--- config.mk ---
export PLATFORM = sky130hd
export DESIGN_NAME = program_loader
export DESIGN_NICKNAME = d
export VERILOG_FILES = /design/src/rtl/cpu_pkg.sv /design/src/rtl/checksum_acc.sv /design/src/rtl/program_loader.sv
export SDC_FILE = /design/constraint.sdc
export NUM_CORES = 1
export LEC_CHECK = 0
export BUFFER_PORTS_ARGS = -buffer_cell sky130_fd_sc_hd__buf_4
export CAP_MARGIN = 20
export CORE_UTILIZATION = 51
export CTS_CLUSTER_DIAMETER = 50
export DETAILED_ROUTE_END_ITERATION = 6
export HOLD_SLACK_MARGIN = 0.12
export PLACE_DENSITY = 0.77
export SYNTH_ARGS = -nofsm -noshare
export SYNTH_HDL_FRONTEND = slang
export SYNTH_SLANG_ARGS = --single-unit
export TNS_END_PERCENT = 5
--- constraint.sdc ---
create_clock -name clk -period 4.5 [get_ports clk]
set_input_delay 0.225 -clock clk [delete_from_list [all_inputs] [get_ports clk]]
set_output_delay 0.225 -clock clk [all_outputs]
set_load 0.02 [all_outputs]
--- src/rtl/cpu_pkg.sv ---
`default_nettype none
// ============================================================================
// Module   : cpu_pkg
// Brief    : Shared CPU constants, opcodes and program loader state encoding.
// Revision : 1.0 - initial release
// ============================================================================
package cpu_pkg;

    localparam int ADDR_W = 4;
    localparam int DATA_W = 8;
    localparam int DEPTH  = 16;

    localparam logic [3:0] LOAD_A = 4'b0001;
    localparam logic [3:0] LOAD_B = 4'b0010;
    localparam logic [3:0] ADD    = 4'b0011;
    localparam logic [3:0] JUMP   = 4'b0100;
    localparam logic [3:0] OUT    = 4'b0101;

    typedef enum logic [2:0] {
        IDLE = 3'd0,
        HDR  = 3'd1,
        DATA = 3'd2,
        CHK  = 3'd3,
        DONE = 3'd4,
        ERR  = 3'd5
    } loader_state_t;

    // A LEN byte is legal only when the upper bits are clear and 1 <= LEN <= DEPTH.
    function automatic logic len_valid(input logic [7:0] b);
        return (b[7:5] == 3'd0) && (b[4:0] != 5'd0) && (b[4:0] <= 5'(DEPTH));
    endfunction

endpackage
`default_nettype wire

--- src/rtl/checksum_acc.sv ---
`default_nettype none
// ============================================================================
// Module   : checksum_acc
// Brief    : 8-bit clear/accumulate register with equality compare output.
// Revision : 1.0 - initial release
// ============================================================================
module checksum_acc (
    input  logic       clk,
    input  logic       reset,
    input  logic       i_clear,
    input  logic       i_acc_en,
    input  logic [7:0] i_acc_data,
    input  logic [7:0] i_cmp_data,
    output logic       o_match
);

    logic [7:0] r_sum;

    always_ff @(posedge clk or negedge reset) begin
        if (!reset) begin
            r_sum <= 8'd0;
        end else if (i_clear) begin
            r_sum <= 8'd0;
        end else if (i_acc_en) begin
            r_sum <= r_sum + i_acc_data;
        end
    end

    assign o_match = (r_sum == i_cmp_data);

endmodule
`default_nettype wire

--- src/rtl/program_loader.sv ---
`default_nettype none
// ============================================================================
// Module   : program_loader
// Brief    : Framed byte-stream writer for the CPU instruction memory; holds
//            the CPU in reset until a frame's checksum verifies.
// Revision : 1.0 - initial release
// ============================================================================
module program_loader
    import cpu_pkg::*;
(
    input  logic              clk,
    input  logic              reset,
    input  logic              load_start,
    input  logic              in_valid,
    input  logic [7:0]        in_data,
    output logic              in_ready,
    output logic              mem_we,
    output logic [ADDR_W-1:0] mem_addr,
    output logic [DATA_W-1:0] mem_wdata,
    output logic              cpu_reset,
    output logic              busy,
    output logic              done,
    output logic              error,
    output logic [4:0]        word_count
);

    loader_state_t     r_state;
    loader_state_t     w_next_state;
    logic              w_ready;
    logic              w_start;
    logic              w_data_xfer;
    logic              w_sum_match;
    logic [4:0]        r_len;
    logic [ADDR_W-1:0] r_addr;
    logic [4:0]        r_word_count;
    logic              r_mem_we;
    logic [ADDR_W-1:0] r_mem_addr;
    logic [DATA_W-1:0] r_mem_wdata;

    always_ff @(posedge clk or negedge reset) begin
        if (!reset) begin
            r_state <= IDLE;
        end else begin
            r_state <= w_next_state;
        end
    end

    always_comb begin
        w_next_state = r_state;
        w_ready      = 1'b0;
        w_start      = 1'b0;
        case (r_state)
            IDLE, DONE, ERR: begin
                if (load_start) begin
                    w_start      = 1'b1;
                    w_next_state = HDR;
                end
            end
            HDR: begin
                w_ready = 1'b1;
                if (in_valid) begin
                    w_next_state = len_valid(in_data) ? DATA : ERR;
                end
            end
            DATA: begin
                w_ready = 1'b1;
                if (in_valid && ((r_word_count + 5'd1) == r_len)) begin
                    w_next_state = CHK;
                end
            end
            CHK: begin
                w_ready = 1'b1;
                if (in_valid) begin
                    w_next_state = w_sum_match ? DONE : ERR;
                end
            end
            default: begin
                w_next_state = IDLE;
            end
        endcase
    end

    assign w_data_xfer = (r_state == DATA) && in_valid;

    // Memory write port is registered: each data byte appears one cycle after acceptance.
    always_ff @(posedge clk or negedge reset) begin
        if (!reset) begin
            r_len        <= 5'd0;
            r_addr       <= '0;
            r_word_count <= 5'd0;
            r_mem_we     <= 1'b0;
            r_mem_addr   <= '0;
            r_mem_wdata  <= '0;
        end else begin
            r_mem_we <= 1'b0;
            if (w_start) begin
                r_len        <= 5'd0;
                r_addr       <= '0;
                r_word_count <= 5'd0;
            end
            if ((r_state == HDR) && in_valid && len_valid(in_data)) begin
                r_len <= in_data[4:0];
            end
            if (w_data_xfer) begin
                r_mem_we     <= 1'b1;
                r_mem_addr   <= r_addr;
                r_mem_wdata  <= in_data;
                r_addr       <= r_addr + 1'b1;
                r_word_count <= r_word_count + 5'd1;
            end
        end
    end

    checksum_acc u_checksum_acc (
        .clk        (clk),
        .reset      (reset),
        .i_clear    (w_start),
        .i_acc_en   (w_data_xfer),
        .i_acc_data (in_data),
        .i_cmp_data (in_data),
        .o_match    (w_sum_match)
    );

    assign in_ready   = w_ready;
    assign mem_we     = r_mem_we;
    assign mem_addr   = r_mem_addr;
    assign mem_wdata  = r_mem_wdata;
    assign word_count = r_word_count;
    assign busy       = (r_state == HDR) || (r_state == DATA) || (r_state == CHK);
    assign done       = (r_state == DONE);
    assign error      = (r_state == ERR);
    assign cpu_reset  = (r_state != DONE);

endmodule
`default_nettype wire

## Word level (Yosys, flattened, before mapping)

Index checks and enable logic that the tools add are counted.
W data, S select, Z words.

- Bits in registers: 38
- Bits of input ports: 12
- Output and inout bits: 23
- Word-level logic and storage cells: 58

- Add/subtract/negate cells: 3
- $lt $le $gt $ge: 1
- Equality and inequality tests: 12
- Multiplexer cells: 18
- Reduce and logical (&&, ||, !) cells: 16

Operators with widths:

| operator | count |
|---|---|
| $mux W8 | 2 |
| $mux W3 | 5 |
| $mux W5 | 3 |
| $pmux W3 S4 | 1 |
| $add A8 B8 Y8 | 1 |
| $eq A8 B8 Y1 | 1 |
| $mux W4 | 2 |
| $ne A2 B2 Y1 const B | 4 |
| $eq A3 B2 Y1 const B | 2 |
| $eq A3 B3 Y1 const B | 2 |
| $logic_and A1 B1 Y1 | 6 |
| $logic_not A3 Y1 | 2 |
| $reduce_or A3 Y1 | 2 |
| $add A5 B1 Y5 const B | 1 |
| $eq A5 B5 Y1 | 1 |
| $le A5 B5 Y1 const B | 1 |
| $mux W1 | 5 |
| $reduce_bool A5 Y1 | 1 |
| $add A4 B1 Y4 const B | 1 |
| $reduce_and A4 Y1 | 1 |
| $reduce_bool A2 Y1 | 2 |
| $eq A3 B1 Y1 const B | 1 |
| $ne A3 B3 Y1 const B | 1 |
| $logic_or A1 B1 Y1 | 2 |

## Logic depth before layout (Yosys ltp)

- Depth in word-level cells: 6
- Mapped depth: 9
- Depth with buffers taken out: 9

## By module

A second synthesis with hierarchy kept.

- Cells, all modules: 226
- Area total of the unflattened synthesis: 2,214.6 um^2

By module, submodules not included:

| module | instances | cells each | area an instance (um^2) | seq. area each (um^2) |
|---|---|---|---|---|
| program_loader | 1 | 149 | 1,483.9 | 750.7 |
| checksum_acc | 1 | 77 | 730.7 | 200.2 |

## Least setup slack after synthesis

OpenSTA, ideal clock, no wires.

- Path kind: register to register
- From: reg u_checksum_acc.r_sum[0]
- To: reg u_checksum_acc.r_sum[6]
- Setup time: 0.122 ns
- Arrival: 1.803 ns
- Data required time: 4.378 ns
- Slack: 2.576 ns
- Cell stages (with the launch flop): 10
- Path buffers: 0
- Clock period less this slack: 1.924 ns
- Cells stage by stage: dfrtp_1 > ha_1 > inv_1 > fa_1 > nor2b_4 > o21ai_2 > a21boi_1 > o21a_1 > or3_1 > a32o_1

- Longest elaborated chain between the ends: 3

Ends and longest elaborated chain:

| what | RTL line | text |
|---|---|---|
| from (decl) | checksum_acc.sv:17 | `logic [7:0] r_sum;` |
| from (signal assigned) | checksum_acc.sv:25 | `r_sum <= r_sum + i_acc_data;` |
| $add A8 B8 Y8 | checksum_acc.sv:25 |  |
| $mux W8 | checksum_acc.sv:24 | `end else if (i_acc_en) begin` |
| $mux W8 | checksum_acc.sv:22 | `end else if (i_clear) begin` |

No other way between the ends. The select of a mux whose other input is x is not followed.
A chain may end at the register's enable or synchronous reset.

## Final worst setup path

- From: reg r_state[2]
- To: reg r_word_count[2], in the netlist word_count[2]

- Longest elaborated chain between the ends: 4
- Elaborated cells between the ends (all ways): 9
- Those cells by class: 3 x eq/ne; 2 x mux; 4 x reduce/logical

Ends and longest elaborated chain:

| what | RTL line | text |
|---|---|---|
| from (decl) | program_loader.sv:27 | `loader_state_t r_state;` |
| from (signal assigned) | program_loader.sv:44 | `r_state <= w_next_state;` |
| $eq A3 B3 Y1 or $logic_not A3 Y1 (tied branches) | program_loader.sv:52 | `case (r_state)` |
| $reduce_or A3 Y1 | program_loader.sv:52 |  |
| $mux W1 | program_loader.sv:52 |  |
| $reduce_bool A2 Y1 (no line) | n/a |  |
| to (signal assigned) | program_loader.sv:109 | `r_word_count <= r_word_count + 5'd1;` |
| to (decl) | program_loader.sv:35 | `logic [4:0] r_word_count;` |

Several ways; a longest one is shown, not always the timed one.

==> flow_metrics.py <==
metrics = {
    "status": {
        "status": "completed",
    },
    "clocking": {
        "ctsResizeCount": 0,
        "numClockSinks": 38,
        "cts_tree": "yes",
        "postCtsSetupRepairBufs": 0,
        "clockBufferDepth": 2,
        "clk_latency_ps": 290,
        "cts.reportedPaths.clkPinSlew_ps": 70,
        "cts_root_buf": "clkbuf_8",
        "ctsHoldBuffers": 1,
        "htree_levels": 2,
        "cts_buffers": 5,
    },
    "yosys": {
        "postSynthRegisterBits": 38,
        "synth_edf_count": 0,
        "synthTopCellsByArea": "dfrtp_1, nand2_1, ha_1",
        "syn_area_sq_mm": 0.00199,
        "synth_top_area_cell": "dfrtp_1",
        "synth_most_common_cell": "nand2_1",
        "yosysTopAreaCellShare": 0.477,
        "ys_top_cells_by_count": "nand2_1, dfrtp_1, o21ai_0, nand3_1, nor2_1",
        "syn_area_per_cell_sq_um": 9.19,
        "seq_area_frac_synth": 0.477,
        "synth_cell_type_count": 38,
        "yosys_most_used_dff": "dfrtp_1",
        "yosys_warnings": 0,
        "synth_nets": 239,
        "netlist_instances": 217,
        "synthArstFlopShare": 1.00,
    },
    "floorplanning": {
        "start_util": 0.537,
        "ios": 35,
        "die_area_sq_mm": 0.00416,
        "core_area_sq_mm": 0.00372,
        "die_y_microns": 64.5,
        "row_count": 22,
        "fp.dieW_microns": 64.5,
    },
    "global_routing": {
        "grt_remaining_overflow": 0,
        "grt_max_degree": 39,
        "antenna_found_initial": 0,
        "grtUsageTotal": 0.224,
        "grt_pass1_wl_mm": 7.00,
        "first_global_vias": 1590,
    },
    "sta": {
        "period_share": 0.530,
        "max_freq_ghz": 0.419,
        "setup_viol": 0,
        "period_needed_ps": 2390,
        "worst_hold_slack_ps": 167,
        "grt_setup_unrepaired": "false",
        "worst_pin_slew_ps": 717,
        "max-slew-margin-rel": 0.522,
        "slew_violations": 0,
        "fin_skew_ps": 3.82,
        "final.setup.tns_ps": 0,
        "finalHoldViolCount": 0,
    },
    "min_path": {
        "hp-class": "primary input to flip-flop",
    },
    "final_layout": {
        "n_antenna_cell": 0,
        "area_delta_synth_final_pct": 19.2,
        "nets": 273,
        "drive_gt1_frac": 0.194,
    },
    "routing": {
        "avgRoutedWirePerCell_microns": 14.4,
        "vias": 1656,
        "wl_mm": 4.33,
        "drt_iter0_drc": 113,
        "drt_pre_antenna_iters": 5,
        "detail-route-antenna-nets": 0,
        "via_per_inst": 5.52,
        "drc": 0,
    },
    "setup_path": {
        "critPathLaunchType": "flip-flop",
        "worst_setup_path_end_kind": "flip-flop",
        "required_ps": 4670,
        "worstSetupPathType": "flip-flop to flip-flop",
        "worstPathMaxFanout": 28,
        "arrival_ps": 2550,
    },
    "placed_design": {
        "gp_congestion": 0.843,
        "dp_hpwl_mm": 3.04,
        "port-buffer-count": 34,
    },
    "pwr": {
        "p_sw_frac": 0.317,
        "p_int_uw": 625,
        "power.density_mw_per_mm2": 385,
        "peakVddDrop_mv": 0.192,
        "leakage_uw": 0.00123,
        "p_seq_frac": 0.434,
        "p_sw_uw": 290,
        "combPwrFrac": 0.255,
        "clockPowerShare": 0.311,
    },
    "run": {
        "maxCapViolCount": 0,
    },
}
==> cell families after synthesis <==
logic type                 Yosys count  share of synthesized area
DFF                                 38                      0.477
AOI/OAI and AO/OA                   43                      0.134
muxes                                1                    0.00565
xor gates and xnor gates            16                     0.0703
buffers and inverters               16                     0.0408
adders and majority gates           10                     0.0665
and+or+nand+nor                     93                      0.206
==> per-layer routing <==
layer | global-route usage | part of all wire | vias to the layer above
met5 | 0 | 0 | -
met4 | 0.0500 | 0.0085 | 0
met3 | 0.0546 | 0.044 | 6
met2 | 0.383 | 0.48 | 47
met1 | 0.285 | 0.47 | 801
li1 | - | - | 802
==> final timing paths <==
path | startpoint | endpoint | slack, ps | cells past startpoint
worst max-delay path | r_state[2] | word_count[2] | 2110 | 6
worst min-delay path | in_data[5] | mem_wdata[5] | 170 | 3
worst max register to register | r_state[2] | word_count[2] | 2110 | 6
worst min register to register | mem_addr[1] | mem_addr[1] | 480 | 2
max in group asynchronous | reset | word_count[3] | 3730 | 2
min in group asynchronous | reset | r_addr[3] | 430 | 2
==> layout make-up <==
| cell class | instances | area, sq um |
|---|---|---|
| sequential | 38 | 951 |
| timing repair buffer | 35 | 265 |
| fill | 342 | 1340 |
| clock buffer | 5 | 68.8 |
| inverter | 8 | 30.0 |
| tap | 48 | 60.1 |
| clock inverter | 3 | 40.0 |
| multi-input combinational | 163 | 962 |
==> worst max-delay path: stages (launching register included) <==
cell and delay (ps):
dfrtp_1 470, nor2_1 250, nand3_2 490, inv_2 490, a21oi_2 220, o21ai_0 230
o21ai_0 110
==> through the flow <==
step / setup slack (ps) / instances / area, sq um / util / total power (uW)
detailed placement: 2210 / 291 / 2260 / 0.608 / 633
global placement: 2280 / 291 / 2260 / 0.608 / 627
floorplan: 2580 / 217 / 1990 / - / 551
global route: 1950 / 300 / 2380 / 0.640 / 957
CTS: 2170 / 300 / 2380 / 0.640 / 918
finish: 2110 / 300 / 2380 / 0.640 / 914
==> flip-flops by register name, indices dropped and copies added, names as in the netlist <==
name	cells
r_state	3
word_count	5
r_addr	4
r_len	5
u_checksum_acc.r_sum	8
mem_wdata	8
mem_we	1
mem_addr	4
==> power groups by stage <==
stage	Combinational [uW]	Clock (uW)	Sequential, uW
after global routing	253	304	400
after detailed placement	231	0	403
after floorplan	142	0	409
after global placement	227	0	401
after CTS	233	289	396
final	234	284	397
==> cell usage in the layout, fill, tap and decap left out, types with 2 or more instances in the layout <==
| cell | synthesis | routed |
|---|---|---|
| a21o_1 | 2 | 2 |
| a21oi_1 | 3 | 3 |
| a22o_1 | 3 | 3 |
| a31oi_1 | 3 | 3 |
| buf_4 | 3 | 34 |
| clkbuf_8 | 0 | 5 |
| clkinv_2 | 0 | 2 |
| dfrtp_1 | 38 | 38 |
| ha_1 | 9 | 9 |
| inv_1 | 7 | 7 |
| nand2_1 | 58 | 58 |
| nand3_1 | 11 | 11 |
| nor2_1 | 11 | 11 |
| nor3_1 | 2 | 2 |
| nor4_1 | 3 | 3 |
| o21ai_0 | 22 | 22 |
| o31ai_1 | 2 | 2 |
| or3_1 | 2 | 2 |
| xnor2_1 | 6 | 6 |
| xor2_1 | 10 | 10 |
Power figures use the tool's default switching activity.
